==> src/rtl/fwd_hazard_scoreboard_pkg.sv <==
// Shared types and constants for the forwarding / load-use hazard scoreboard.
// Tag entries are stored at fixed generous widths so the package stays
// parameter-free; register numbers up to 8 bits and DEPTH up to 256 fit.
package fwd_hazard_scoreboard_pkg;

  localparam int TAG_DST_W = 8;
  localparam int TAG_RDY_W = 8;

  // Forward-select value meaning "take the operand from the register file".
  localparam int FWD_REGFILE = 0;

  // Stage index at which a producer's result becomes forwardable.
  localparam int RDY_ALU  = 1;
  localparam int RDY_LOAD = 2;

  // One in-flight instruction: wr is already cleared for dst==0.
  typedef struct packed {
    logic                 valid;
    logic                 wr;
    logic [TAG_DST_W-1:0] dst;
    logic [TAG_RDY_W-1:0] rdy;
  } tag_t;

  // Clamp a requested ready stage into 1..depth-1 (0 is treated as ALU).
  function automatic logic [TAG_RDY_W-1:0] sat_rdy(input int unsigned rdy,
                                                   input int unsigned depth);
    if (rdy == 0) begin
      return TAG_RDY_W'(RDY_ALU);
    end
    if (rdy >= depth) begin
      return TAG_RDY_W'(depth - 1);
    end
    return TAG_RDY_W'(rdy);
  endfunction

endpackage

==> src/rtl/fwd_hazard_scoreboard_src_match.sv <==
// Per-operand youngest-producer search over the tag pipeline.
// Returns whether the operand must stall and, if not, which stage to forward
// from next cycle (0 = register file).
module fwd_src_match
  import fwd_hazard_scoreboard_pkg::*;
#(
  parameter int REG_AW = 5,
  parameter int DEPTH  = 3,
  parameter int SEL_W  = $clog2(DEPTH)
) (
  input  tag_t [DEPTH-1:0]   tags,
  input  logic               en,
  input  logic [REG_AW-1:0]  src,
  output logic               stall_s,
  output logic [SEL_W-1:0]   sel_s
);

  logic                 hit;
  int                   hit_idx;
  logic [TAG_RDY_W-1:0] hit_rdy;

  // Scan oldest to youngest so the smallest matching index overwrites the rest.
  always_comb begin
    hit     = 1'b0;
    hit_idx = 0;
    hit_rdy = '0;
    for (int i = DEPTH - 1; i >= 0; i--) begin
      if (tags[i].valid && tags[i].wr && (tags[i].dst == TAG_DST_W'(src))) begin
        hit     = 1'b1;
        hit_idx = i;
        hit_rdy = tags[i].rdy;
      end
    end
  end

  // A producer leaving the tracked window is already in the register file.
  always_comb begin
    stall_s = 1'b0;
    sel_s   = SEL_W'(FWD_REGFILE);
    if (en && hit && (hit_idx + 1 < DEPTH)) begin
      if (hit_idx + 1 < int'(hit_rdy)) begin
        stall_s = 1'b1;
      end else begin
        sel_s = SEL_W'(hit_idx + 1);
      end
    end
  end

endmodule

==> src/rtl/fwd_hazard_scoreboard.sv <==
// Forwarding and load-use hazard scoreboard for the ID/EX boundary.
// Tracks destination tags of in-flight instructions (EX..EX+DEPTH-1), raises a
// combinational stall on load-use hazards and registers forward selects that
// line up with the instruction entering EX.
module fwd_hazard_scoreboard
  import fwd_hazard_scoreboard_pkg::*;
#(
  parameter int NUM_SRC = 2,
  parameter int REG_AW  = 5,
  parameter int DEPTH   = 3,
  parameter int SEL_W   = $clog2(DEPTH),
  parameter int CNT_W   = 16
) (
  input  logic                       clk,
  input  logic                       reset,
  input  logic                       id_valid,
  input  logic                       flush_id,
  input  logic [NUM_SRC*REG_AW-1:0]  id_src,
  input  logic [NUM_SRC-1:0]         id_src_used,
  input  logic [REG_AW-1:0]          id_dst,
  input  logic                       id_reg_write,
  input  logic [SEL_W-1:0]           id_rdy,
  output logic                       stall,
  output logic [NUM_SRC*SEL_W-1:0]   fwd_sel,
  output logic                       ex_bubble,
  output logic [CNT_W-1:0]           stall_count
);

  tag_t [DEPTH-1:0]         tag_reg;
  tag_t                     new_tag;
  logic [NUM_SRC-1:0]       src_en;
  logic [NUM_SRC-1:0]       stall_vec;
  logic [NUM_SRC*SEL_W-1:0] sel_vec;
  logic                     issue;

  // One search per operand; flush and unused/r0 operands never stall.
  generate
    for (genvar gi = 0; gi < NUM_SRC; gi++) begin : g_src
      assign src_en[gi] = id_valid & id_src_used[gi] & ~flush_id &
                          (id_src[gi*REG_AW +: REG_AW] != '0);

      fwd_src_match #(
        .REG_AW (REG_AW),
        .DEPTH  (DEPTH),
        .SEL_W  (SEL_W)
      ) u_match (
        .tags    (tag_reg),
        .en      (src_en[gi]),
        .src     (id_src[gi*REG_AW +: REG_AW]),
        .stall_s (stall_vec[gi]),
        .sel_s   (sel_vec[gi*SEL_W +: SEL_W])
      );
    end
  endgenerate

  assign stall = |stall_vec;
  assign issue = id_valid & ~flush_id & ~stall;

  // Build the tag for the instruction leaving ID; writes to r0 never forward.
  always_comb begin
    new_tag       = '0;
    new_tag.valid = 1'b1;
    new_tag.wr    = id_reg_write & (id_dst != '0);
    new_tag.dst   = TAG_DST_W'(id_dst);
    new_tag.rdy   = sat_rdy(32'(id_rdy), DEPTH);
  end

  // Tag pipeline always advances; a stall or flush only injects an empty slot.
  always_ff @(posedge clk or negedge reset) begin
    if (!reset) begin
      tag_reg <= '0;
    end else begin
      tag_reg[0] <= issue ? new_tag : '0;
      for (int i = 1; i < DEPTH; i++) begin
        tag_reg[i] <= tag_reg[i-1];
      end
    end
  end

  // EX-aligned forward selects and bubble flag.
  always_ff @(posedge clk or negedge reset) begin
    if (!reset) begin
      fwd_sel   <= '0;
      ex_bubble <= 1'b1;
    end else if (issue) begin
      fwd_sel   <= sel_vec;
      ex_bubble <= 1'b0;
    end else begin
      fwd_sel   <= '0;
      ex_bubble <= 1'b1;
    end
  end

  // Saturating count of stalled cycles.
  always_ff @(posedge clk or negedge reset) begin
    if (!reset) begin
      stall_count <= '0;
    end else if (stall && (stall_count != '1)) begin
      stall_count <= stall_count + CNT_W'(1);
    end
  end

endmodule

==> config.mk <==
export PLATFORM = sky130hd
export DESIGN_NAME = fwd_hazard_scoreboard
export DESIGN_NICKNAME = d
export VERILOG_FILES = /design/src/rtl/fwd_hazard_scoreboard_pkg.sv /design/src/rtl/fwd_hazard_scoreboard_src_match.sv /design/src/rtl/fwd_hazard_scoreboard.sv
export SDC_FILE = /design/constraint.sdc
export NUM_CORES = 1
export LEC_CHECK = 0
export CAP_MARGIN = 20
export CORE_AREA = 3 3 85 87
export CTS_CLUSTER_SIZE = 30
export DETAILED_ROUTE_END_ITERATION = 16
export DIE_AREA = 0 0 88 90
export GPL_ROUTABILITY_DRIVEN = 0
export GPL_TIMING_DRIVEN = 0
export PLACE_DENSITY_LB_ADDON = 0.3
export SLEW_MARGIN = 30
export SYNTH_ARGS = -nofsm -noshare
export SYNTH_HDL_FRONTEND = slang
export SYNTH_HIERARCHICAL = 1
export SYNTH_SLANG_ARGS = --single-unit
==> constraint.sdc <==
create_clock -name clk -period 4.9 [get_ports clk]
set_input_delay 0.49 -clock clk [delete_from_list [all_inputs] [get_ports clk]]
set_output_delay 0.49 -clock clk [all_outputs]
set_load 0.005 [all_outputs]
==> impl_metrics.toml <==
[setup_path]
cp.arrival_ns = 4.15
crit_type = "input pin to primary output"
path_cells = "clkdlybuf4s50_1 > xnor2_1 > nand4_1 > or3_1 > clkbuf_1 > nor2_2 > ha_1 > ha_1 > o21a_1 > nor2_1 > o31a_1 > nor2_1 > inv_1 > clkdlybuf4s50_1"
critPathMaxFanout = 6
end_kind = "primary output"
path_delay_family = "buffers and inverters"
critPathBufInv = 4
critPathRequiredTime_ns = 4.41
cpPeakStageDelay_ns = 0.60
start_kind = "input pin"
critPathSlowestCell = "clkdlybuf4s50_1"

[floorplan]
row_count = 29
die_w_um = 88
die_h_um = 90
dieArea_mm2 = 0.00792
start_util_pct = 42.2
fp.coreArea_mm2 = 0.00642
pin_count = 46

[timing]
relSlewSlack_pct = 59.6
final_hold_viol_count = 0
drv_slew = 0
fmax_mhz = 215
final.setup.tns_ns = 0
fin_skew_ns = 0.00576
tightest_slew_ns = 0.605
whs_ns = 0.178
setup_slack_ns = 0.255
fin_crit_ns = 4.64
post-route-period-util_pct = 94.8
setup_violations = 0
rsz0062_at_grt = "no"

[grt]
grt_max_degree = 48
grt_first_pass_wirelength_um = 10300
grt_use_total_pct = 16.3
antenna_found_initial = 0
grt_pass1_vias = 2261
grt_overflow = 0

[pwr]
p_clk_share_pct = 41.6
p_leak_nw = 1.63
seq_power_share_pct = 49.5
power_frac_comb_pct = 9.0
power_density_mw_per_mm2 = 227
p_sw_uw = 183
ir_drop_uv = 226
p_int_uw = 635
sw_frac_of_total_pct = 22.3
p_total_uw = 818

[clock_network]
cts.sinks = 47
cts_hold_buffers = 0
cts-htree-levels = 2
cts_buffers = 5
clk_latency_ns = 0.30
clk_pin_slew_ns = 0.09
root_buffer = "clkbuf_8"
cts_buffer_depth = 2
cts_tree = "yes"

[synthesis]
postSynthAreaPerCell_um2 = 10.3
synthCells = 263
syn_area_mm2 = 0.00271
ys_warn_count = 6

[final_layout]
final_cell_area_mm2 = 0.00360
final_nets = 402
areaGrowthSynthToFinish_pct = 32.8
stdcell_count = 447
nFillCells = 593
drive_above_1_share_pct = 10.0
largest_register_ffs = 26
final_core_util_pct = 56.0
final_common_cell = "conb_1"
layout_common_cells = "conb_1 (54), dfrtp_1 (46), clkdlybuf4s50_1 (43)"
diodes = 0

[job]
maxCapViolCount = 0

[place]
hpwl_um = 4620
pre_cts_ws_ns = 0.210
placed_area_mm2 = 0.00344
place_inst = 437
portBuffers = 44

[drt]
drc = 0
wl_um = 6080
vias = 2231
first_pass_iters = 4
drt_iter0_drc = 71
via_per_inst = 4.99
antenna_left = 0
avgRoutedWirePerCell_um = 13.6

[outcome]
status = "completed"

[worst_hold_path]
hold_class = "input pin to asynchronous set/reset pin"
[power by group through the flow]
stage	clock, mW	combinational, mW	sequential (mW)
3_3_place_gp	0	0.0725	0.412
2_1_floorplan	0	0.0353	0.410
6_report	0.340	0.0733	0.405
3_5_place_dp	0	0.0729	0.412
4_1_cts	0.350	0.0735	0.405
5_1_grt	0.366	0.0831	0.406
[routing by layer]
layer | track usage, % | up-vias | share of wire [%]
met3 | 4.57 | 8 | 5.2
met4 | 3.71 | 0 | 1.1
met5 | 0 | - | 0
met2 | 27.5 | 54 | 49
met1 | 20.5 | 1047 | 44
li1 | - | 1122 | -
[path summary, 6_finish.rpt]
path	from	endpoint	slack, ns	cells past startpoint
worst max-delay path	id_src[4]	stall	0.26	14
worst min-delay path	reset	fwd_sel[1]$_DFF_PN0_	0.18	1
worst max register to register	tag_reg[16]$_DFF_PN0_	stall_count[11]$_DFFE_PN0P_	1.04	13
worst min register to register	tag_reg[0]$_DFF_PN0_	tag_reg[18]$_DFF_PN0_	0.37	0
max in group asynchronous	reset	stall_count[2]$_DFFE_PN0P_	4.30	1
min in group clk	tag_reg[0]$_DFF_PN0_	tag_reg[18]$_DFF_PN0_	0.37	0
[area by class of cell]
type | count | area [um^2] | area share, %
multi-input combinational | 255 | 1680 | 46.8
sequential | 47 | 1180 | 32.7
timing repair buffer | 46 | 453 | 12.6
tap | 77 | 96.3 | 2.68
clock buffer | 5 | 68.8 | 1.91
clock inverter | 3 | 67.6 | 1.88
inverter | 10 | 37.5 | 1.04
buffer | 4 | 15.0 | 0.417
[what timing repair did]
item,4_1_cts,5_1_grt
hold endpoints to repair,0,0
gates resized for setup,0,2
setup endpoints to repair,0,1
buffers inserted,0,2
Note: power is estimated with default switching activity, not from simulation.
